$ cat src/rtl/lemmings_world.sv
// -----------------------------------------------------------------------------
// lemmings_world
//
// Terrain model that sits opposite the lemming controller in a closed-loop
// harness. It consumes the controller's Moore outputs (walk direction,
// digging) and moves one lemming through a 1-D row of columns. Each column
// has a floor height floor_y (0 = surface, DEPTH = void) that digging can
// lower one layer at a time.
//
// This block has no valid/ready handshakes. Every input is sampled on every
// rising clock edge. Every output is a pure function of the registered state,
// plus the current walk inputs for the bumps. Because the controller is
// Moore, this cannot form a combinational loop.
//
// Ports
//   clk         in   rising-edge clock
//   reset       in   synchronous, active-high; restores terrain and lemming
//   walk_left   in   controller is walking left
//   walk_right  in   controller is walking right
//   digging     in   controller is digging
//   ground      out  lemming stands on a floor (y == floor_y[pos])
//   bump_left   out  a left move is blocked this cycle
//   bump_right  out  a right move is blocked this cycle
//   pos         out  current column
//   depth       out  current depth y below the surface
//   fall_cnt    out  consecutive falling cycles, saturating at 31
//   exited      out  lemming dropped into the void (sticky until reset)
// -----------------------------------------------------------------------------
module lemmings_world #(
  parameter int               WIDTH      = 16,
  parameter int               DEPTH      = 7,
  parameter int               START_POS  = 2,
  parameter logic [WIDTH-1:0] SOLID_MASK = 16'hFFF7,
  parameter logic [WIDTH-1:0] WALL_MASK  = 16'h8001,
  parameter int               DIG_CYCLES = 4
) (
  input  logic                         clk,
  input  logic                         reset,
  input  logic                         walk_left,
  input  logic                         walk_right,
  input  logic                         digging,
  output logic                         ground,
  output logic                         bump_left,
  output logic                         bump_right,
  output logic [$clog2(WIDTH)-1:0]     pos,
  output logic [$clog2(DEPTH+1)-1:0]   depth,
  output logic [4:0]                   fall_cnt,
  output logic                         exited
);

  localparam int PW = $clog2(WIDTH);
  localparam int DW = $clog2(DEPTH + 1);
  localparam int CW = (DIG_CYCLES > 1) ? $clog2(DIG_CYCLES) : 1;

  localparam logic [DW-1:0] VOID_Y   = DW'(DEPTH);
  localparam logic [CW-1:0] DIG_LAST = CW'(DIG_CYCLES - 1);

  // Terrain and lemming state
  logic [DW-1:0] r_floor_y [WIDTH];
  logic [PW-1:0] r_pos;
  logic [DW-1:0] r_y;
  logic [CW-1:0] r_dig_cnt;
  logic [4:0]    r_fall_cnt;
  logic          r_exited;

  // Derived combinational signals
  logic          w_at_left;
  logic          w_at_right;
  logic [PW-1:0] w_left_idx;
  logic [PW-1:0] w_right_idx;
  logic          w_blocked_left;
  logic          w_blocked_right;
  logic          w_ground;
  logic          w_walk_one;
  logic [DW-1:0] w_y_next;

  always_comb begin
    w_at_left  = (r_pos == '0);
    w_at_right = (r_pos == PW'(WIDTH - 1));
    // At an edge, clamp the neighbour index to the current column. The
    // edge flag already forces "blocked", so the clamped lookup is don't-care.
    w_left_idx  = w_at_left  ? r_pos : r_pos - 1'b1;
    w_right_idx = w_at_right ? r_pos : r_pos + 1'b1;

    // A neighbour is blocked if it is a wall, or if its floor is higher
    // than the lemming's current level (the lemming cannot climb).
    w_blocked_left  = w_at_left  || WALL_MASK[w_left_idx]  ||
                      (r_floor_y[w_left_idx]  < r_y);
    w_blocked_right = w_at_right || WALL_MASK[w_right_idx] ||
                      (r_floor_y[w_right_idx] < r_y);

    w_ground   = !r_exited && (r_y == r_floor_y[r_pos]);
    w_walk_one = walk_left ^ walk_right;
    w_y_next   = r_y + 1'b1;
  end

  assign ground     = w_ground;
  assign bump_left  = w_ground && walk_left  && !walk_right && w_blocked_left;
  assign bump_right = w_ground && walk_right && !walk_left  && w_blocked_right;
  assign pos        = r_pos;
  assign depth      = r_y;
  assign fall_cnt   = r_fall_cnt;
  assign exited     = r_exited;

  always_ff @(posedge clk) begin
    if (reset) begin
      for (int c = 0; c < WIDTH; c++) begin
        r_floor_y[c] <= SOLID_MASK[c] ? '0 : VOID_Y;
      end
      r_pos      <= PW'(START_POS);
      r_y        <= '0;
      r_dig_cnt  <= '0;
      r_fall_cnt <= '0;
      r_exited   <= 1'b0;
    end else if (r_exited) begin
      // Gone into the void: the world freezes until the next reset.
    end else if (!w_ground) begin
      // Falling: one layer per edge. Controller inputs are ignored.
      r_y        <= w_y_next;
      r_fall_cnt <= (r_fall_cnt == 5'd31) ? 5'd31 : r_fall_cnt + 5'd1;
      r_dig_cnt  <= '0;
      if (w_y_next == VOID_Y) begin
        r_exited <= 1'b1;
      end
    end else if (digging) begin
      r_fall_cnt <= '0;
      if (r_dig_cnt == DIG_LAST) begin
        // The layer is gone. ground drops next cycle and the fall begins
        // on the edge after that.
        r_floor_y[r_pos] <= r_floor_y[r_pos] + 1'b1;
        r_dig_cnt        <= '0;
      end else begin
        r_dig_cnt <= r_dig_cnt + 1'b1;
      end
    end else if (w_walk_one) begin
      r_fall_cnt <= '0;
      r_dig_cnt  <= '0;
      if (walk_left && !w_blocked_left) begin
        r_pos <= r_pos - 1'b1;
      end else if (walk_right && !w_blocked_right) begin
        r_pos <= r_pos + 1'b1;
      end
    end else begin
      // Idle, or both walk inputs asserted: hold position. Any partial dig
      // progress is discarded.
      r_fall_cnt <= '0;
      r_dig_cnt  <= '0;
    end
  end

endmodule

$ cat config.mk
export PLATFORM = sky130hd
export DESIGN_NAME = lemmings_world
export DESIGN_NICKNAME = d
export VERILOG_FILES = /design/src/rtl/lemmings_world.sv
export SDC_FILE = /design/constraint.sdc
export NUM_CORES = 1
export LEC_CHECK = 0
export BUFFER_PORTS_ARGS = -buffer_cell sky130_fd_sc_hd__buf_4
export CAP_MARGIN = 10
export CORE_MARGIN = 2
export CORE_UTILIZATION = 44
export CTS_CLUSTER_SIZE = 28
export DETAILED_ROUTE_END_ITERATION = 8
export HOLD_SLACK_MARGIN = 0.05
export PLACE_DENSITY = 0.65
export RECOVER_POWER = 25
export SETUP_SLACK_MARGIN = 0.4
export SYNTH_ARGS = -nofsm -noshare
export SYNTH_HDL_FRONTEND = slang
export SYNTH_SLANG_ARGS = --single-unit
$ cat constraint.sdc
create_clock -name clk -period 6.3 [get_ports clk]
set_input_delay 1.26 -clock clk [delete_from_list [all_inputs] [get_ports clk]]
set_output_delay 1.26 -clock clk [all_outputs]
set_load 0.01 [all_outputs]
==> results.md <==
- The flow ran to the end, and the final reports show no timing, DRC or antenna violations.
- The worst vdd rail ir drop is 0.137 mV.
- In this run the vertical extent of the chip is 108 um.
- In this run the tightest slew margin relative to its limit is 27.5%.
- The via count of the first global-routing pass came to ~3,600.
- The number of failing setup endpoints in the final timing report is 0.
- The kind of end point of the critical path is an output port.
- The die is between 100 and 150 um wide.
- The repair_antennas step left the layout with diodes totalling 0.
- The smallest clock period supported by the final layout is computed as 5.59 ns.
- Among all flip-flop cells after synthesis, the most frequent one is sky130_fd_sc_hd__edfxtp_1.
- The kind of critical path is reg -> out.
- The count of pins on the block boundary is 21.
- The via count normalized by instance count is 6.31.
- The maximum level of the CTS H-tree is 3.
- The highest fanout seen on the critical path is 21.
- The number of enable-type register cells in the synthesized netlist is 48.
- The remaining design rule violation count is 0.
- The library cells used most frequently in the layout, excluding fill and tap cells, are sky130_fd_sc_hd__nor2_1 (59), sky130_fd_sc_hd__edfxtp_1 (48), sky130_fd_sc_hd__buf_4 (27).
- The startpoint type of the worst setup path is a flip-flop.
- The part of the Yosys area used for sequential elements is roughly two fifths.
- The setup total negative slack is 0 ns.
- After synthesis, the mean cell area works out to 10.7 um2.
- Across every metal layer, demand over resource in global routing totals roughly a quarter.
- Leaving out fill and tap cells, the most frequent cell in the layout is sky130_fd_sc_hd__nor2_1.
- The biggest area contributor in the post-synthesis netlist is sky130_fd_sc_hd__edfxtp_1.
- The violation count after the first detailed-routing iteration is about 430.
- The number of detailed-route iterations in the first pass is 5.
- The worst endpoint required time is around 5.0 ns.
- Including well taps, the total number of placed cells is 587.
- Of the cells placed in the final design, the portion with a size suffix greater than 1 is 21.5%.
- Setup repair after global routing left no endpoint under its margin.
- The beginning of the worst register-to-register path is pos[0]$_SDFFE_PP0P_.
- The longest clock path from root to sink contains 2 buffers.
- TritonCTS built the clock tree.
- The count of cells along the worst hold path is 2.
- The source-to-sink clock delay at the later pin of the worst-skew pair is 0.36 ns.
- Input and output buffers added on the ports amount to 20.
- Static timing analysis puts the maximum clock frequency at approximately 180 MHz.
- Counting flops with an async set or reset pin after synthesis yields a share of 0%.
- The instance count of the mapped netlist is 445.
- After synthesis the cells add up to approximately 4800 um2.
- In this run, synthesis produced a sequential element count of 67.
- The first global-routing pass estimated 21,100 um of wire.
- The congestion estimate from routability-driven global placement came to around 0.95.
- The number of nets in the synthesized netlist is 463.
- The remaining global-route overflow is 0.
- The maximum number of pins on one net before global-route repair is 37.
- The region available for standard cell placement spans 10,700 um2.
- The number of placement rows is 38.
- Buffers inserted during clock tree synthesis total 9.
- The arrival time reported for the critical path endpoint is 4.33 ns.
- The number of hold violations in the final report is 0.
- The leakage power is roughly 0.0019 uW.
- Once detail routing completed, the nets flagged for antenna violations numbered 0.
- The fraction of synthesized cell area taken by the top area cell type is between 30% and 40%.
- The kind of path behind the tightest hold check is reg -> reg.
- The CTS clock-pin slew for the worst setup and hold paths is 0.07 ns.
- After detailed routing, the total wire length is between 10,000 and 15,000 um.
- The full die area is 11,700 um2.
- The vias after detailed routing is about 3,800.
- The total of max-cap violations is 0.
- The count of final max-slew check failures is 0.
- The clock sink count is 67.
- The synthesis-to-finish area growth is 9.41%.
- Across all register-to-register paths, the minimum setup slack is 1.54 ns.
- The logic depth of the worst register-to-register path is 15.
- The setup clock skew after layout is approximately 0.011 ns.
- Synthesis instantiated 64 different standard cells from the library.
- The worst hold path begins at r_dig_cnt[1]$_SDFFE_PP0N_.
- Counting the fill cells in the layout gives 1,008.
- The initial antenna violation count is 0.
- In the post-synthesis netlist, the biggest area contributors are sky130_fd_sc_hd__edfxtp_1 (30%), sky130_fd_sc_hd__mux4_2 (12%), sky130_fd_sc_hd__dfxtp_1 (8.0%).
- The number of non-filler instances in the completed layout is 606.
- The root cell of the clock tree is sky130_fd_sc_hd__clkbuf_8.
- The transition time of the tightest slew-check pin is 1.08 ns.
- The detailed placement HPWL is 9900 um.
- The endpoint of the worst hold-timing path is r_dig_cnt[1]$_SDFFE_PP0N_.
- The total power divided by cell area is slightly below 300 nW/um2.
- The initial standard-cell utilization of the core is 44.6%.
- The detail-routed net length per standard cell is 22.4 um.
- The net total in the final layout is 479.
- During synthesis, Yosys emitted a total of 0 warnings.
- The part of the cycle the worst path needs is 88.7%.
[per-layer routing]
layer	track usage, %	wire, um	share of wire [%]	vias to the layer above
li1	-	-	-	1726
met1	34.3	5780	42	1858
met2	38.2	6370	47	208
met3	4.76	1070	7.8	29
met4	9.62	393	2.9	0
met5	0	0	0	-
[Yosys cell counts, drive strengths merged (5+ instances only)]
master / n
nor2b: 13
nand4: 6
a21oi: 20
nor3: 12
edfxtp: 48
a21o: 5
mux4: 28
mux2: 15
xnor2: 11
inv: 8
nor2: 59
a211oi: 10
ha: 13
and2: 7
or2: 6
nand3: 14
nand2: 25
clkbuf: 17
nand2b: 6
o21bai: 12
dfxtp: 19
a211o: 5
mux2i: 15
buf: 14
[worst max-delay path by stage]
stage | from | cells after the start | to
floorplan | pos[1]$_SDFFE_PP1P_ | 16 | bump_left
global placement | pos[1]$_SDFFE_PP1P_ | 14 | bump_left
detailed placement | pos[1]$_SDFFE_PP1P_ | 14 | bump_left
CTS | pos[1]$_SDFFE_PP1P_ | 14 | bump_left
global route | pos[0]$_SDFFE_PP0P_ | 13 | bump_right
finish | pos[0]$_SDFFE_PP0P_ | 13 | bump_right
[layout make-up]
type / count / area [um2] / share of cell area, %
clock inverter: 2 / 35.0 / 0.671
inverter: 9 / 33.8 / 0.647
tap: 140 / 175 / 3.35
timing repair buffer: 36 / 236 / 4.53
sequential: 67 / 1820 / 34.9
clock buffer: 14 / 153 / 2.92
multi-input combinational: 338 / 2770 / 53.0
[timing repair]
| item | 4_1_cts | 5_1_grt |
|---|---|---|
| endpoints found under the setup margin | 1 | 1 |
| gates resized for setup | 1 | 3 |
| pin swaps | 0 | 1 |
| hold buffers | 0 | 0 |
| buffers inserted | 0 | 3 |
[through the flow]
stage	cell area [um2]	worst slack (ns)	hold WS [ns]	util [%]	total power [uW]
after global placement	5040	0.927	0.478	47.1	1140
after floorplan	4780	0.677	0.454	-	992
after global routing	5220	0.402	0.549	48.8	1590
final	5220	0.709	0.507	48.8	1510
after detailed placement	5040	0.760	0.492	47.1	1150
after CTS	5240	0.419	0.509	49.0	1520
[power by group]
| group | leakage, uW | internal [uW] | total (uW) | switching [uW] |
|---|---|---|---|---|
| Sequential | 0.000638 | 500 | 541 | 41.0 |
| Clock | 0.0000947 | 194 | 359 | 165 |
| Combinational | 0.00112 | 273 | 610 | 337 |
| Total | 0.00185 | 967 | 1510 | 542 |
[state kept, by name, indices dropped and copies added (netlist names), named ones only]
signal,cells
depth,3
exited,1
fall_cnt,5
pos,4
r_dig_cnt,2
r_floor_y,48
[critical path: stages (launching register included)]
cell	delay [ns]
sky130_fd_sc_hd__dfxtp_1	0.33
sky130_fd_sc_hd__buf_4	0.26
sky130_fd_sc_hd__ha_1	0.21
sky130_fd_sc_hd__nand3_1	0.33
sky130_fd_sc_hd__xnor2_2	0.47
sky130_fd_sc_hd__buf_4	0.32
sky130_fd_sc_hd__mux4_2	0.53
sky130_fd_sc_hd__mux2i_1	0.23
sky130_fd_sc_hd__a21oi_1	0.16
sky130_fd_sc_hd__ha_1	0.33
sky130_fd_sc_hd__and3_1	0.18
sky130_fd_sc_hd__and3_1	0.16
sky130_fd_sc_hd__nor4bb_1	0.28
sky130_fd_sc_hd__buf_4	0.17
[cell families (layout without fill, tap and decap cells)]
family	after synthesis	in the layout	share of synthesized area, %
AND/OR/NAND/NOR	169	169	17.6
AO/OA/AOI/OAI	82	82	13.4
flip-flops	67	67	38.2
multiplexers	58	58	20.2
buffers and inverters	40	61	4.14
adder cells (fa/ha/maj)	15	15	3.83
XOR/XNOR	14	14	2.73
Note: power is estimated with default switching activity, not from simulation.
